**src/rtl/mem_arb_pkg.sv**
```systemverilog
// Shared encodings for the memory arbiter: read-return tags and owner state.
// Also used by the video fetcher, so keep encodings stable.
package mem_arb_pkg;

    localparam int DW = 18;

    typedef enum logic [1:0] {
        TAG_NONE = 2'd0,
        TAG_CPU  = 2'd1,
        TAG_VID  = 2'd2
    } tag_e;

    typedef enum logic [1:0] {
        OWN_IDLE = 2'd0,
        OWN_CPU  = 2'd1,
        OWN_VID  = 2'd2
    } owner_e;

    // Writes produce no read return, so they tag as NONE.
    function automatic tag_e read_tag(input owner_e owner, input logic we);
        tag_e tag;
        tag = TAG_NONE;
        if (owner == OWN_VID) begin
            tag = TAG_VID;
        end else if (owner == OWN_CPU && !we) begin
            tag = TAG_CPU;
        end
        return tag;
    endfunction

endpackage

```
**src/rtl/mem_arb_if.sv**
```systemverilog
// CPU, video and memory-side bus of the memory arbiter.
// master = requesters/memory side, slave = the arbiter.
interface mem_arb_if #(
    parameter int AW = 16
);
    import mem_arb_pkg::*;

    logic          cpu_req;
    logic          cpu_we;
    logic [AW-1:0] cpu_a;
    logic [DW-1:0] cpu_wd;
    logic          cpu_gnt;
    logic [DW-1:0] cpu_rd;
    logic          cpu_rvalid;

    logic          vid_req;
    logic [AW-1:0] vid_a;
    logic          vid_gnt;
    logic [DW-1:0] vid_rd;
    logic          vid_rvalid;

    logic [AW-1:0] mem_a;
    logic [DW-1:0] mem_wd;
    logic          mem_we;
    logic [DW-1:0] mem_rd;

    owner_e        dbg_owner;

    modport master (
        output cpu_req, cpu_we, cpu_a, cpu_wd, vid_req, vid_a, mem_rd,
        input  cpu_gnt, cpu_rd, cpu_rvalid, vid_gnt, vid_rd, vid_rvalid,
               mem_a, mem_wd, mem_we, dbg_owner
    );

    modport slave (
        input  cpu_req, cpu_we, cpu_a, cpu_wd, vid_req, vid_a, mem_rd,
        output cpu_gnt, cpu_rd, cpu_rvalid, vid_gnt, vid_rd, vid_rvalid,
               mem_a, mem_wd, mem_we, dbg_owner
    );

endinterface

```
**src/rtl/mem_arb.sv**
```systemverilog
// Two-port (CPU read/write, video read-only) arbiter for a synchronous memory.
// Video has priority, bounded by a burst counter so the CPU cannot starve.
module mem_arb
    import mem_arb_pkg::*;
#(
    parameter int AW        = 16,
    parameter int VID_BURST = 8
) (
    input  logic     clk,
    input  logic     res,
    mem_arb_if.slave bus
);

    localparam int            BW        = $clog2(VID_BURST + 1);
    localparam logic [BW-1:0] BURST_MAX = BW'(VID_BURST);

    logic          cpu_gnt;
    logic          vid_gnt;

    logic [BW-1:0] burst_q,      burst_d;
    logic [AW-1:0] mem_a_q,      mem_a_d;
    logic [DW-1:0] mem_wd_q,     mem_wd_d;
    logic          mem_we_q,     mem_we_d;
    owner_e        owner_q,      owner_d;
    tag_e          tag1_q,       tag1_d;
    tag_e          tag2_q,       tag2_d;
    logic          cpu_rvalid_q, cpu_rvalid_d;
    logic          vid_rvalid_q, vid_rvalid_d;
    logic [DW-1:0] cpu_rd_q,     cpu_rd_d;
    logic [DW-1:0] vid_rd_q,     vid_rd_d;

    // Grants are combinational; gating with res keeps both low during reset.
    always_comb begin
        vid_gnt = res && bus.vid_req && !(bus.cpu_req && (burst_q == BURST_MAX));
        cpu_gnt = res && bus.cpu_req && !vid_gnt;
    end

    always_comb begin
        burst_d  = burst_q;
        mem_a_d  = mem_a_q;
        mem_wd_d = mem_wd_q;
        mem_we_d = 1'b0;
        owner_d  = OWN_IDLE;

        if (cpu_gnt) begin
            mem_a_d  = bus.cpu_a;
            mem_wd_d = bus.cpu_wd;
            mem_we_d = bus.cpu_we;
            owner_d  = OWN_CPU;
        end else if (vid_gnt) begin
            mem_a_d  = bus.vid_a;
            owner_d  = OWN_VID;
        end

        // Counts video wins only while the CPU is actually waiting.
        if (!bus.cpu_req || cpu_gnt) begin
            burst_d = '0;
        end else if (vid_gnt && (burst_q != BURST_MAX)) begin
            burst_d = burst_q + 1'b1;
        end

        tag1_d = read_tag(owner_d, bus.cpu_we);
        tag2_d = tag1_q;

        // mem_rd now holds the data for the access tagged two edges ago.
        cpu_rvalid_d = (tag2_q == TAG_CPU);
        vid_rvalid_d = (tag2_q == TAG_VID);
        cpu_rd_d     = cpu_rvalid_d ? bus.mem_rd : cpu_rd_q;
        vid_rd_d     = vid_rvalid_d ? bus.mem_rd : vid_rd_q;
    end

    always_ff @(posedge clk or negedge res) begin
        if (!res) begin
            burst_q      <= '0;
            mem_a_q      <= '0;
            mem_wd_q     <= '0;
            mem_we_q     <= 1'b0;
            owner_q      <= OWN_IDLE;
            tag1_q       <= TAG_NONE;
            tag2_q       <= TAG_NONE;
            cpu_rvalid_q <= 1'b0;
            vid_rvalid_q <= 1'b0;
            cpu_rd_q     <= '0;
            vid_rd_q     <= '0;
        end else begin
            burst_q      <= burst_d;
            mem_a_q      <= mem_a_d;
            mem_wd_q     <= mem_wd_d;
            mem_we_q     <= mem_we_d;
            owner_q      <= owner_d;
            tag1_q       <= tag1_d;
            tag2_q       <= tag2_d;
            cpu_rvalid_q <= cpu_rvalid_d;
            vid_rvalid_q <= vid_rvalid_d;
            cpu_rd_q     <= cpu_rd_d;
            vid_rd_q     <= vid_rd_d;
        end
    end

    assign bus.cpu_gnt    = cpu_gnt;
    assign bus.vid_gnt    = vid_gnt;
    assign bus.mem_a      = mem_a_q;
    assign bus.mem_wd     = mem_wd_q;
    assign bus.mem_we     = mem_we_q;
    assign bus.cpu_rvalid = cpu_rvalid_q;
    assign bus.vid_rvalid = vid_rvalid_q;
    assign bus.cpu_rd     = cpu_rd_q;
    assign bus.vid_rd     = vid_rd_q;
    assign bus.dbg_owner  = owner_q;

endmodule

```
**src/flat_wrapper.sv**
```systemverilog
// flat-port wrapper written by rule: the top's interface ports become plain ports
module mem_arb_flat import mem_arb_pkg::*;
#(
    parameter int AW        = 16,
    parameter int VID_BURST = 8
)
  (clk, res, bus_cpu_req, bus_cpu_we, bus_cpu_a, bus_cpu_wd, bus_vid_req, bus_vid_a, bus_mem_rd, bus_cpu_gnt, bus_cpu_rd, bus_cpu_rvalid, bus_vid_gnt, bus_vid_rd, bus_vid_rvalid, bus_mem_a, bus_mem_wd, bus_mem_we, bus_dbg_owner);
  mem_arb_if #(.AW(AW)) bus_i ();
  input  logic clk;
  input  logic res;
  input wire logic [$bits(bus_i.cpu_req)-1:0] bus_cpu_req;
  input wire logic [$bits(bus_i.cpu_we)-1:0] bus_cpu_we;
  input wire logic [$bits(bus_i.cpu_a)-1:0] bus_cpu_a;
  input wire logic [$bits(bus_i.cpu_wd)-1:0] bus_cpu_wd;
  input wire logic [$bits(bus_i.vid_req)-1:0] bus_vid_req;
  input wire logic [$bits(bus_i.vid_a)-1:0] bus_vid_a;
  input wire logic [$bits(bus_i.mem_rd)-1:0] bus_mem_rd;
  output wire logic [$bits(bus_i.cpu_gnt)-1:0] bus_cpu_gnt;
  output wire logic [$bits(bus_i.cpu_rd)-1:0] bus_cpu_rd;
  output wire logic [$bits(bus_i.cpu_rvalid)-1:0] bus_cpu_rvalid;
  output wire logic [$bits(bus_i.vid_gnt)-1:0] bus_vid_gnt;
  output wire logic [$bits(bus_i.vid_rd)-1:0] bus_vid_rd;
  output wire logic [$bits(bus_i.vid_rvalid)-1:0] bus_vid_rvalid;
  output wire logic [$bits(bus_i.mem_a)-1:0] bus_mem_a;
  output wire logic [$bits(bus_i.mem_wd)-1:0] bus_mem_wd;
  output wire logic [$bits(bus_i.mem_we)-1:0] bus_mem_we;
  output wire logic [$bits(bus_i.dbg_owner)-1:0] bus_dbg_owner;
  assign bus_i.cpu_req = bus_cpu_req;
  assign bus_i.cpu_we = bus_cpu_we;
  assign bus_i.cpu_a = bus_cpu_a;
  assign bus_i.cpu_wd = bus_cpu_wd;
  assign bus_i.vid_req = bus_vid_req;
  assign bus_i.vid_a = bus_vid_a;
  assign bus_i.mem_rd = bus_mem_rd;
  assign bus_cpu_gnt = bus_i.cpu_gnt;
  assign bus_cpu_rd = bus_i.cpu_rd;
  assign bus_cpu_rvalid = bus_i.cpu_rvalid;
  assign bus_vid_gnt = bus_i.vid_gnt;
  assign bus_vid_rd = bus_i.vid_rd;
  assign bus_vid_rvalid = bus_i.vid_rvalid;
  assign bus_mem_a = bus_i.mem_a;
  assign bus_mem_wd = bus_i.mem_wd;
  assign bus_mem_we = bus_i.mem_we;
  assign bus_dbg_owner = bus_i.dbg_owner;
  mem_arb #(.AW(AW), .VID_BURST(VID_BURST)) u_core (.clk(clk), .res(res), .bus(bus_i));
endmodule
```
**config.mk**
```make
export PLATFORM = sky130hd
export DESIGN_NAME = mem_arb_flat
export DESIGN_NICKNAME = d
export VERILOG_FILES = /design/src/rtl/mem_arb_pkg.sv /design/src/rtl/mem_arb_if.sv /design/src/rtl/mem_arb.sv /design/src/flat_wrapper.sv
export SDC_FILE = /design/constraint.sdc
export NUM_CORES = 1
export LEC_CHECK = 0
export CORE_ASPECT_RATIO = 2
export CORE_MARGIN = 2
export CORE_UTILIZATION = 46
export CTS_BUF_LIST = sky130_fd_sc_hd__clkbuf_2 sky130_fd_sc_hd__clkbuf_4 sky130_fd_sc_hd__clkbuf_8
export DETAILED_ROUTE_END_ITERATION = 6
export PLACE_DENSITY = 0.88
export SETUP_SLACK_MARGIN = 0.3
export SYNTH_ARGS = -nofsm -noshare
export SYNTH_HDL_FRONTEND = slang
export SYNTH_SLANG_ARGS = --single-unit
```
**constraint.sdc**
```tcl
create_clock -name clk -period 5.16 [get_ports clk]
set_input_delay 0.774 -clock clk [delete_from_list [all_inputs] [get_ports clk]]
set_output_delay 0.774 -clock clk [all_outputs]
set_load 0.01 [all_outputs]
```
---- After elaboration in Yosys (flattened, before gate mapping) ----
Cells that the tools add are included.
cells by class
  add/sub/neg operators ................... 1
  multipliers ............................. 0
  div/mod/pow operators ................... 0
  order comparisons ....................... 0
  eq/ne operators ......................... 6
  shifts and indexed selects .............. 0
  multiplexer cells ....................... 9
  bitwise gates (word level) .............. 0
  reductions and logical operators ........ 14
operator list
  kind                 count
  $mux 16              2
  $mux 4               2
  $logic_and 1x1->1    7
  $mux 2               3
  $add 4x1->4 const B  1
  $eq 2x1->1 const B   2
  $eq 2x2->1 const B   2
  $eq 4x4->1 const B   1
  $logic_not 1->1      4
  $ne 4x4->1 const B   1
  $reduce_bool 2->1    2
  $mux 1               2
  $logic_or 1x1->1     1
word-level totals
  register bits after elaboration ......... 83
  latch bits .............................. 0
  memory bits (writable) .................. 0
  bits in read-only memories .............. 0
  bits of input ports ..................... 73
  output and inout bits ................... 77
  memories ................................ 0

---- Depth between registers and ports, before layout ----
  word-level depth ........................ 11
  mapped depth ............................ 7

---- Least setup slack after synthesis ----
No wires, ideal clock.
  path kind ............................... input to output
  start ................................... input res
  end ..................................... output bus_cpu_gnt
  data arrival time ....................... 1323 ps
  slack ................................... 3063 ps
  cell stages on the path ................. 3
  path buffers ............................ 1
  cells stage by stage .................... nand2_1 -> a21oi_4 -> buf_2
on the way
  cells in the longest elaborated chain, start to end .. 4
ends and longest elaborated chain
  what                             RTL line            text
  from (decl)                      flat_wrapper.sv:10  input logic res;
  $logic_and 1x1->1 (2 in series)  mem_arb.sv:34       vid_gnt = res && bus.vid_req && !(bus.cpu_req && (burst_q == BURST_MAX));
  $logic_not 1->1                  mem_arb.sv:35       cpu_gnt = res && bus.cpu_req && !vid_gnt;
  $logic_and 1x1->1 (*)            mem_arb.sv:35
  to (decl)                        flat_wrapper.sv:18  output wire logic [$bits(bus_i.cpu_gnt)-1:0] bus_cpu_gnt;
Every way passes the cells marked *; elsewhere a longest branch is shown, timed or not.

---- Worst setup path in the final report ----
  start ................................... input bus_vid_req
  end ..................................... output bus_vid_gnt
on the way
  cells in the longest elaborated chain, start to end .. 2
ends and longest elaborated chain
  what                             RTL line            text
  from (decl)                      flat_wrapper.sv:15  input wire logic [$bits(bus_i.vid_req)-1:0] bus_vid_req;
  $logic_and 1x1->1 (2 in series)  mem_arb.sv:34
  to (decl)                        flat_wrapper.sv:21  output wire logic [$bits(bus_i.vid_gnt)-1:0] bus_vid_gnt;
No other way between the ends.

==> impl_metrics.yaml <==
setup_path:
  crit_fanout: 17
  cp.buffers_inverters: 2
  path_class: "in2out"
  cp.required_ps: 4390
  path_delay_family: "buffers and inverters"
  slowest_stage: "clkdlybuf4s50_1"
  crit_top_cell: "clkdlybuf4s50_1"
  critPathMaxStageDelay_ps: 640
  cp_cell_sequence: "clkdlybuf4s50_1, o211a_1, clkdlybuf4s50_1"
  cp.arrival_ps: 2630
  start_kind: "primary input"
  crit_path_end_kind: "output pin"
synth:
  synth_cell_types: 26
  synth_seq_cells: 82
  synth_area_um2: 3220
  yosys.area.top_type_share_pct: 63.8
  netlist_top_cells_area: "dfrtp_1, mux2_2, and2_1"
  synth_nets: 284
  synth_top_cell_by_area: "dfrtp_1"
  ys_warn_count: 0
  synth.avg_cell_area_um2: 15.4
  netlist_instances: 209
  yosysSeqAreaShare_pct: 63.8
global_routing:
  grt.busiest_layer: "met2"
  grt_pass1_wl_mm: 12.4
  met1_usage_pct: 24.0
  use_met2_pct: 34.5
  grt.met3_usage_pct: 9.99
  grt_max_degree: 89
  grt_pass1_vias: 2544
  antenna_found_initial: 0
  globalRouteTotalUtil_pct: 21.2
  overflow: 0
clocking:
  cts_sinks: 82
  numCtsBuffers: 9
  cts_root_buf: "clkbuf_8"
  ctsResizeCount: 0
  cts_tree: "built"
  cts_buffer_depth: 2
  clk_latency_ps: 350
  clkTransAtPathRegs_ps: 70
  cts_setup_buffers: 0
  htreeDepth: 3
  cts_hold_buf: 0
final_layout:
  layout_common_cells: "clkdlybuf4s50_1, dfrtp_1, mux2_2"
  n_antenna_cell: 0
  syn2layout_area_growth_pct: 54.5
  fin_nets: 436
  layout_commonest_cell: "clkdlybuf4s50_1"
  drive_gt1_share_pct: 22.7
  multi_input_area_um2: 1070
  seqCellArea_um2: 2050
  post-route-cell-area_um2: 4970
  nFillCells: 471
  fin_util_pct: 72.8
timing:
  fin_ws_ps: 1750
  slew_headroom_pct: 31.7
  clock.fmax_mhz: 294
  finalMaxSlewViolations: 0
  worstMarginPinSlew_ps: 1020
  rsz0062_at_grt: "false"
  fin_skew_ps: 3.27
  finalHoldViolations: 0
  finalSetupTns_ps: 0
  period_needed_ps: 3410
  setup_viol: 0
  fin_crit_sh_pct: 66.0
die:
  rows: 43
  fp.coreArea_um2: 6830
  fp.dieH_um: 122
  start_util_pct: 47.1
  die_w_um: 63.1
  die_area_um2: 7720
  pin_count: 150
route:
  viasPerCell: 5.08
  routedWlPerCell_um: 16.6
  drtAntennaViolNets: 0
  drc: 0
  drt_iter0_drc: 101
  wirelength_mm: 7.59
  firstDrtPassIters: 4
  vias: 2318
placement:
  io_buffers: 149
  pre_cts_slack_ps: 1690
  hpwl_mm: 5.53
  gp_congestion: 0.737
  dpl-instance-area_um2: 4770
outcome:
  status: "finished, final reports clean"
pwr:
  p_leak_nw: 2.11
  max-vdd-ir-drop_mv: 0.329
  powerDensity_nw_per_um2: 346
flow_run:
  max-cap-violations: 0
worst_hold_path:
  min_path_type: "reg2reg"
## cell usage after synthesis
master and n:
a21oi_4 1, buf_2 5, o21ai_0 3, nand3_1 1, nand2b_1 1, mux2_2 53
o32ai_1 1, and2_1 17, and3_1 1, buf_6 1, nand3b_4 1, a21boi_0 1
mux2_1 1, dfrtp_1 82, nand2_1 5, inv_1 5, a32o_1 1, nor2b_1 3
buf_8 1, a221o_2 7, xor2_1 1, o211a_1 2, ha_1 2, a221o_1 9
clkbuf_1 1, buf_4 3
## registers in the layout (all words and copies together) (netlist names)
signal and cells:
u_core.burst_q 4, u_core.bus.cpu_rd 18, u_core.bus.cpu_rvalid 1, u_core.bus.dbg_owner 2, u_core.bus.mem_a 16, u_core.bus.mem_wd 18, u_core.bus.mem_we 1, u_core.bus.vid_rd 18
u_core.bus.vid_rvalid 1, u_core.tag1_q 1, u_core.tag2_q 2
## layout make-up
type                            count  area share [%]
Tap cell                           90            2.26
Clock inverter                      1           0.101
Multi-Input combinational cell    111            21.6
Timing Repair Buffer              152            30.4
Clock buffer                       15            4.03
Inverter                            5           0.377
Sequential cell                    82            41.3
## power by group
group	switching [mW]	internal [mW]	leakage (nW)
registers	0.0548	0.745	0.994
logic	0.163	0.302	1.00
clock network	0.210	0.246	0.109
total	0.428	1.29	2.11
## logic make-up (layout without fill, tap and decap cells)
group	after synthesis	after routing	synth area share, %
AND/OR/NAND/NOR	29	29	5.64
adder cells (fa/ha/maj)	2	2	0.777
AO/OA/AOI/OAI	25	25	7.66
XOR/XNOR	1	1	0.272
multiplexers	54	54	18.9
flip-flops	82	82	63.8
buffers and inverters	16	173	2.99
## final timing paths
| path | from | to | slack (ps) | depth (start not counted) |
|---|---|---|---|---|
| min | u_core.tag1_q[0] | u_core.tag2_q[0] | 360 | 0 |
| min in group asynchronous | res | u_core.bus.mem_wd[5] | 710 | 2 |
| max | bus_vid_req | bus_vid_gnt | 1750 | 3 |
| max in group asynchronous | res | u_core.bus.vid_rd[1] | 3810 | 2 |
| max reg2reg | u_core.burst_q[0] | u_core.bus.mem_wd[14] | 3230 | 6 |
| min reg2reg | u_core.tag1_q[0] | u_core.tag2_q[0] | 360 | 0 |
## per-stage QoR
stage                     std cells  hold WS [ps]  power, mW
final                           456           355       1.72
after global routing            456           380       1.81
after CTS                       456           360       1.74
after detailed placement        440           341       1.28
after global placement          440           344       1.26
after floorplan                 209           331      0.972
## metal layers
layer / share of wire, % / vias up
li1: - / 1053
met1: 38 / 1131
met2: 49 / 122
met3: 11 / 12
met4: 1.7 / 0
met5: 0 / -
Power figures use the tool's default switching activity.
